[config.mk]
export PLATFORM = sky130hd
export DESIGN_NAME = pipeline_stall_ctrl
export DESIGN_NICKNAME = d
export VERILOG_FILES = /design/src/rtl/pipeline_stall_ctrl_pkg.sv /design/src/rtl/pipeline_stall_ctrl_mem_wait_fsm.sv /design/src/rtl/pipeline_stall_ctrl.sv
export SDC_FILE = /design/constraint.sdc
export NUM_CORES = 1
export LEC_CHECK = 0
export CAP_MARGIN = 20
export CORE_MARGIN = 2
export CORE_UTILIZATION = 50
export CTS_BUF_LIST = sky130_fd_sc_hd__clkbuf_8
export CTS_CLUSTER_SIZE = 40
export DETAILED_ROUTE_END_ITERATION = 8
export PLACE_DENSITY_LB_ADDON = 0.25
export SETUP_SLACK_MARGIN = 0.02
export SLEW_MARGIN = 10
export SYNTH_ARGS = -nofsm -noshare
export SYNTH_HDL_FRONTEND = slang
export SYNTH_SLANG_ARGS = --single-unit
[constraint.sdc]
create_clock -name clk -period 6.9 [get_ports clk]
set_clock_uncertainty 0.05 [all_clocks]
set_input_delay 1.035 -clock clk [delete_from_list [all_inputs] [get_ports clk]]
set_output_delay 1.035 -clock clk [all_outputs]
set_load 0.05 [all_outputs]
[src/rtl/pipeline_stall_ctrl_pkg.sv]
// pipeline_stall_ctrl_pkg: shared register-file constants and memory wait-state encodings
package pipeline_stall_ctrl_pkg;
  localparam int REG_FILE_ADDRESS_LEN = 4;
  localparam logic [REG_FILE_ADDRESS_LEN-1:0] PC_REG = 4'hF;
  typedef enum logic [1:0] {
    ST_IDLE = 2'b00,
    ST_BUSY = 2'b01,
    ST_DONE = 2'b10
  } mem_state_e;
endpackage

[src/rtl/pipeline_stall_ctrl_mem_wait_fsm.sv]
// pipeline_stall_ctrl_mem_wait_fsm: stalls the pipeline for MEM_LATENCY cycles per data access
module pipeline_stall_ctrl_mem_wait_fsm
  import pipeline_stall_ctrl_pkg::*;
#(
  parameter int MEM_LATENCY = 4
) (
  input  logic clk,
  input  logic rst,
  input  logic mem_req,
  output logic mem_stall,
  output logic mem_done
);
  localparam int CW = $clog2(MEM_LATENCY + 1);
  mem_state_e state_q, state_d;
  logic [CW-1:0] cnt_q, cnt_d;
  // IDLE arms the countdown, BUSY runs it out even if the request drops, DONE lets the pipe advance
  always_comb begin
    state_d = (state_q == ST_IDLE) ? (mem_req ? ST_BUSY : ST_IDLE) :
              (state_q == ST_BUSY) ? ((cnt_q == CW'(1)) ? ST_DONE : ST_BUSY) : ST_IDLE;
    cnt_d = (state_q == ST_IDLE) ? CW'(MEM_LATENCY - 1) :
            (state_q == ST_BUSY) ? cnt_q - 1'b1 : cnt_q;
  end
  // state register; reset abandons any access in flight
  always_ff @(posedge clk) begin
    if (!rst) begin
      state_q <= ST_IDLE;
      cnt_q   <= '0;
    end else begin
      state_q <= state_d;
      cnt_q   <= cnt_d;
    end
  end
  assign mem_stall = rst & ((state_q == ST_BUSY) | ((state_q == ST_IDLE) & mem_req));
  assign mem_done  = rst & (state_q == ST_DONE);
endmodule

[src/rtl/pipeline_stall_ctrl.sv]
// pipeline_stall_ctrl: RAW hazard detection, branch flush, memory wait states and stall statistics
module pipeline_stall_ctrl
  import pipeline_stall_ctrl_pkg::*;
#(
  parameter int REG_ADDR_W  = 4,
  parameter int MEM_LATENCY = 4,
  parameter int FWD_EN      = 0,
  parameter int CNT_W       = 16
) (
  input  logic                  clk,
  input  logic                  rst,
  input  logic [REG_ADDR_W-1:0] id_src1,
  input  logic [REG_ADDR_W-1:0] id_src2,
  input  logic                  id_src1_valid,
  input  logic                  id_two_src,
  input  logic [REG_ADDR_W-1:0] exe_dest,
  input  logic                  exe_wb_en,
  input  logic                  exe_mem_read,
  input  logic                  exe_branch,
  input  logic [REG_ADDR_W-1:0] mem_dest,
  input  logic                  mem_wb_en,
  input  logic                  mem_req,
  output logic                  hazard,
  output logic                  flush,
  output logic                  mem_stall,
  output logic                  mem_done,
  output logic [CNT_W-1:0]      stall_count
);
  localparam logic [REG_ADDR_W-1:0] PC_IDX = REG_ADDR_W'(PC_REG);
  localparam bit FWD = (FWD_EN != 0);
  logic s1_ok, s2_ok, exe_ok, mem_ok, raw;
  logic [CNT_W-1:0] cnt_q, cnt_d;
  pipeline_stall_ctrl_mem_wait_fsm #(.MEM_LATENCY(MEM_LATENCY)) u_fsm (
    .clk      (clk),
    .rst      (rst),
    .mem_req  (mem_req),
    .mem_stall(mem_stall),
    .mem_done (mem_done)
  );
  assign s1_ok  = id_src1_valid & (id_src1 != PC_IDX);
  assign s2_ok  = id_two_src & (id_src2 != PC_IDX);
  assign exe_ok = exe_wb_en & (~FWD | exe_mem_read);
  assign mem_ok = mem_wb_en & ~FWD;
  assign raw    = exe_ok & ((s1_ok & (id_src1 == exe_dest)) | (s2_ok & (id_src2 == exe_dest))) |
                  mem_ok & ((s1_ok & (id_src1 == mem_dest)) | (s2_ok & (id_src2 == mem_dest)));
  assign flush  = rst & exe_branch & ~mem_stall;
  assign hazard = rst & raw & ~mem_stall & ~flush;
  assign cnt_d  = cnt_q + CNT_W'((hazard | mem_stall) & ~&cnt_q);
  // saturating count of stalled cycles
  always_ff @(posedge clk) begin
    if (!rst) cnt_q <= '0;
    else cnt_q <= cnt_d;
  end
  assign stall_count = rst ? cnt_q : '0;
endmodule

==> flow_summary.toml, run 1 <==
[outcome]
status = "completed"

[global_routing]
grt_pass1_vias = 1076
grt_max_degree = 41
gr-total-overflow = 0
grt_antenna_before_repair = 0
grt_pass1_wl_um = 4505
grt_util_all_layers_pct = 20.50

[synthesis]
yosysWarnings = 0
post-synth-top-count-cell = "and2_1"
yosysSeqAreaShare_pct = 32.18
synth-seq-cells = 21
synth-async-reset-ratio_pct = 0
synth_top_flop_cell = "dfxtp_1"
synth_fp_nets = 184
synth_top_cell_area_share_pct = 32.18
yosysTopAreaCell = "dfxtp_1"
syn-instance-count = 155
syn_avg_cell_area_um2 = 8.427
syn_area_um2 = 1306
ys_top_cells_by_area = "dfxtp_1 32%, and2_1 16%, xnor2_1 11%"
synth_common_cells = "33 x and2_1, 21 x dfxtp_1, 16 x xnor2_1"
synthDistinctLibCells = 25
synth-edff-count = 0

[drt]
drc = 0
routed_wl_um = 2904
viasPerCell = 5.239
vias = 1184
ant_nets = 0
drt_pre_antenna_iters = 4
wl_per_cell_um = 12.85
drt_iter0_drc = 18

[critical_path]
start_kind = "primary input"
cp_slowest_cell = "clkdlybuf4s50_1"
critPathRequiredTime_ps = 5810
cp_max_fo = 40
slowest_delay_ps = 1120
path_common_cell = "clkdlybuf4s50_1"
path_cells = "clkdlybuf4s50_1 > o211ai_1 > and3_1 > clkdlybuf4s50_1"
path_delay_family = "buffers and inverters"
r2r_setup_slack_ps = 4390
worstSetupPathType = "in -> out"
end_kind = "output port"
arrival_ps = 3490
path_buf_inv = 2

[power_and_ir_drop]
leakagePower_nw = 0.6910
powerDensity_nw_per_um2 = 143.0
ir_drop_mv = 0.1506
finalPower_uw = 257.4

[clock_network]
ctsHoldBuffers = 0
cts.sinks = 21
clk_latency_ps = 260
cts_made_buffers = 3
cts_tree = "done"
htree_levels = 1
cts_setup_buffers = 0
root_buffer = "clkbuf_8"
postCtsResizedCells = 0
cts_buffer_depth = 2
clk_pin_slew_worst_paths_ps = 80

[cells_and_area]
fillCellCount = 209
layout-drive-gt1-share_pct = 2.551
layout.nets = 226
syn2layout_area_growth_pct = 37.74
diodes = 0
register_area_um2 = 420.4
multi_input_area_um2 = 843.3

[die]
dieWidth_um = 55.11
rows = 18
io_pins = 45
start_util_pct = 52.73
die_height_um = 55.11
coreArea_um2 = 2477
die-area_um2 = 3037

[placement]
globalplace.congestion = 0.7837
dp_hpwl_um = 2219
portBuffers = 43

[timing]
maxSlewViolCount = 0
fin_crit_sh_pct = 66.23
finalSetupTns_ps = 0
fmax_mhz = 218.8
slew_headroom_pct = 34.05
rsz0062_at_grt = "false"
period_needed_ps = 4570
finalHoldViolations = 0
setup_violations = 0
tightest_slew_ps = 986.1

[job]
cap_violations = 0

[worst_hold_path]
min_path_type = "reg -> reg"
[through the flow]
| stage | hold WS (ps) | instances | utilization [%] | instance area, µm² | setup WS (ps) |
|---|---|---|---|---|---|
| after global placement | 416.0 | 222 | 70.66 | 1750 | 2414 |
| final | 454.1 | 226 | 72.63 | 1799 | 2330 |
| after global routing | 504.9 | 226 | 72.63 | 1799 | 2109 |
| after detailed placement | 438.2 | 222 | 70.66 | 1750 | 2313 |
| after floorplan | 400.2 | 155 | - | 1306 | 3397 |
| after CTS | 454.7 | 226 | 72.63 | 1799 | 2311 |
[worst reg2reg max path, delay by kind of cell (launching register included)]
kind,cells,cell delay [ps]
AO/OA/AOI/OAI,1,80
flip-flops,1,430
AND/OR/NAND/NOR,7,1330
XOR/XNOR,1,70
adder cells (fa/ha/maj),2,450
[layout by cell type (no fill, tap or decap)]
cell type / instances
nand2b_1: 1
o41ai_1: 1
o211a_1: 1
and4_1: 2
nor2_1: 1
dfxtp_1: 21
xor2_1: 14
xnor2_1: 16
nor3_1: 2
o211ai_1: 1
nor3b_1: 1
inv_1: 5
nand2_1: 8
clkdlybuf4s50_1: 43
nand3_1: 9
nor2b_1: 4
nor4_1: 4
a21oi_1: 3
and2_1: 33
and3_1: 5
clkinvlp_4: 1
clkbuf_8: 3
nand4_1: 9
nor3_2: 1
ha_1: 4
o21ai_0: 3
[layer usage]
| layer | GRT usage, % | share of wire (%) | vias up | wire length, µm |
|---|---|---|---|---|
| met5 | 0 | 0 | - | 0 |
| met4 | 5.691 | 0.34 | 0 | 10 |
| met3 | 4.570 | 5.0 | 2 | 146 |
| met2 | 34.92 | 50 | 28 | 1443 |
| met1 | 25.96 | 45 | 550 | 1303 |
| li1 | - | - | 604 | - |
[final cells by class]
type                            count  share of cell area, %
Sequential cell                    21                  23.37
Tap cell                           30                  2.086
Clock buffer                        3                  2.295
Inverter                            5                  1.043
Multi-Input combinational cell    123                  46.87
Timing Repair Buffer               43                  23.92
Clock inverter                      1                 0.4172
[path summary, 6_finish.rpt]
check / cells past startpoint / end / from
worst min register to register: 1 / u_fsm.state_q[0] / u_fsm.state_q[0]
worst max register to register: 11 / cnt_q[14] / cnt_q[4]
worst max-delay path: 4 / flush / rst
worst min-delay path: 1 / u_fsm.state_q[0] / u_fsm.state_q[0]
[flip-flops by register name, indices dropped and copies added (netlist names)]
name / cells
u_fsm.cnt_q: 3
cnt_q: 16
u_fsm.state_q: 2
[kinds of logic (layout without fill, tap and decap cells)]
kind of cell | after synthesis | in the layout | synth area share, %
xor+xnor | 30 | 30 | 20.11
flops | 21 | 21 | 32.18
compound gates | 9 | 9 | 4.310
simple gates | 80 | 80 | 36.30
buf+inv | 11 | 52 | 3.257
fa+ha+maj | 4 | 4 | 3.832
[where the power goes]
part           switching [mW]  internal (mW)  total (mW)
combinational          0.0235         0.0244      0.0478
sequential            0.00277          0.124       0.127
clock                  0.0416         0.0407      0.0823
total                  0.0678          0.190       0.257
Power figures use the tool's default switching activity.
==> run 2: changes to the inputs <==
Settings changed: CORE_UTILIZATION 50 to 42.
Clock period 6.9 ns to 4.2 ns, I/O delays scaled along.
==> run 2 against run 1 <==
- sequential power increased by 65%
- largest power group unchanged
- clock power increased by 58%
- critical endpoint is now hazard
- die area increased by 18%
==> flow_summary.toml, run 2 (same netlist as run 1, synthesis figures left out) <==
[timing]
slew_headroom_pct = 62.33
fmax_mhz = 290.2
period_needed_ps = 3446
finalSetupTns_ps = 0
setup_violations = 0
rsz0062_at_grt = "false"
fin_crit_sh_pct = 82.05
maxSlewViolCount = 0
tightest_slew_ps = 563.2
finalHoldViolations = 0

[die]
die_height_um = 59.77
die-area_um2 = 3572
start_util_pct = 43.50
rows = 20
dieWidth_um = 59.77
io_pins = 45
coreArea_um2 = 3003

[placement]
portBuffers = 43
dp_hpwl_um = 2288
postPlaceCellArea_um2 = 1762
globalplace.congestion = 0.7929

[power_and_ir_drop]
seqPwrFrac_pct = 50.0
powerDensity_nw_per_um2 = 231.3
pwr-share-comb_pct = 18.9
p_int_uw = 310.2
switchingPower_uw = 107.7
ir_drop_mv = 0.1935
finalPower_uw = 418.0
switching_share_pct = 25.77
leakagePower_nw = 0.7010
clkPwrFrac_pct = 31.2

[critical_path]
end_kind = "output port"
crit_end = "hazard"
cp_slowest_cell = "clkdlybuf4s50_1"
worstSetupStartpoint = "id_src2[2]"
cp_max_fo = 3
critPathRequiredTime_ps = 3520
r2r_setup_slack_ps = 1680
r2r_end = "cnt_q[14]"
path_cells = "clkdlybuf4s50_1 > nand4_1 > nand4_1 > nor4_1 > o41ai_1 > nor2_1 > clkdlybuf4s50_1"
start_kind = "primary input"
critical_path_depth = 7
rr_worst_depth = 11
slowest_delay_ps = 710
arrival_ps = 2770
path_buf_inv = 2
path_delay_family = "buffers and inverters"
worstSetupPathType = "in -> out"
r2r_start = "cnt_q[4]"

[drt]
wl_per_cell_um = 12.31
ant_nets = 0
routed_wl_um = 2832
drt_pre_antenna_iters = 4
viasPerCell = 5.096
vias = 1172
drc = 0
drt_iter0_drc = 70

[global_routing]
grt_pass1_vias = 1091
grt_antenna_before_repair = 0
gr-total-overflow = 0
grt_max_degree = 23
grt_util_all_layers_pct = 16.93
grt_pass1_wl_um = 4705

[clock_network]
cts_made_buffers = 3
ctsHoldBuffers = 0
cts_tree = "done"
clk_pin_slew_worst_paths_ps = 80
postCtsResizedCells = 0
cts_setup_buffers = 0
root_buffer = "clkbuf_8"
cts.sinks = 21
htree_levels = 1
clk_latency_ps = 260
cts_buffer_depth = 2

[cells_and_area]
largest_reg_flops = 16
layout.nets = 227
final_cell_mix = "43 x clkdlybuf4s50_1, 33 x and2_1, 21 x dfxtp_1"
register_area_um2 = 420.4
layout_commonest_cell = "clkdlybuf4s50_1"
fillCellCount = 276
fin_area_um2 = 1807
diodes = 0
syn2layout_area_growth_pct = 38.31
top_register = "cnt_q"
top_regs = "cnt_q: 16 flops, u_fsm.cnt_q: 3 flops, u_fsm.state_q: 2 flops"
final_core_util_pct = 60.17
layout-drive-gt1-share_pct = 2.538
multi_input_area_um2 = 843.3

[outcome]
status = "completed"

[job]
cap_violations = 0

[worst_hold_path]
min_path_type = "reg -> reg"
## run 2: per-stage QoR
step / cells / hold WS, ps / setup WS, ps
final: 230 / 444.2 / 753.8
after global routing: 230 / 497.9 / 641.0
after CTS: 230 / 444.4 / 737.9
after detailed placement: 226 / 425.0 / 737.9
after global placement: 226 / 416.3 / 788.2
after floorplan: 155 / 400.2 / 1507
## run 2: worst min path at each step
stage,from,end,cells past startpoint
after global routing,u_fsm.state_q[0],u_fsm.state_q[0],1
final,u_fsm.state_q[0],u_fsm.state_q[0],1
after floorplan,u_fsm.state_q[0],u_fsm.state_q[0],1
after global placement,u_fsm.state_q[0],u_fsm.state_q[0],1
after CTS,u_fsm.state_q[0],u_fsm.state_q[0],1
after detailed placement,u_fsm.state_q[0],u_fsm.state_q[0],1
## run 2: layout make-up
cell class	count	area share, %
Sequential cell	21	23.27
Timing Repair Buffer	44	24.24
Inverter	5	1.039
Multi-Input combinational cell	123	46.68
Clock buffer	3	2.285
Clock inverter	1	0.2078
Tap cell	33	2.285
## run 2: power groups by stage
stage	logic [mW]	clock network, mW	registers (mW)
2_1_floorplan	0.0399	0	0.212
3_3_place_gp	0.0768	0	0.213
3_5_place_dp	0.0793	0	0.214
4_1_cts	0.0795	0.133	0.209
5_1_grt	0.0856	0.142	0.210
6_report	0.0789	0.130	0.209
## run 2: metal layers
metal	vias up	GRT usage, %	wire length (µm)
met4	0	3.810	0
met5	-	0	0
met2	22	27.80	1341
li1	608	-	-
met1	542	22.94	1386
met3	0	3.247	104
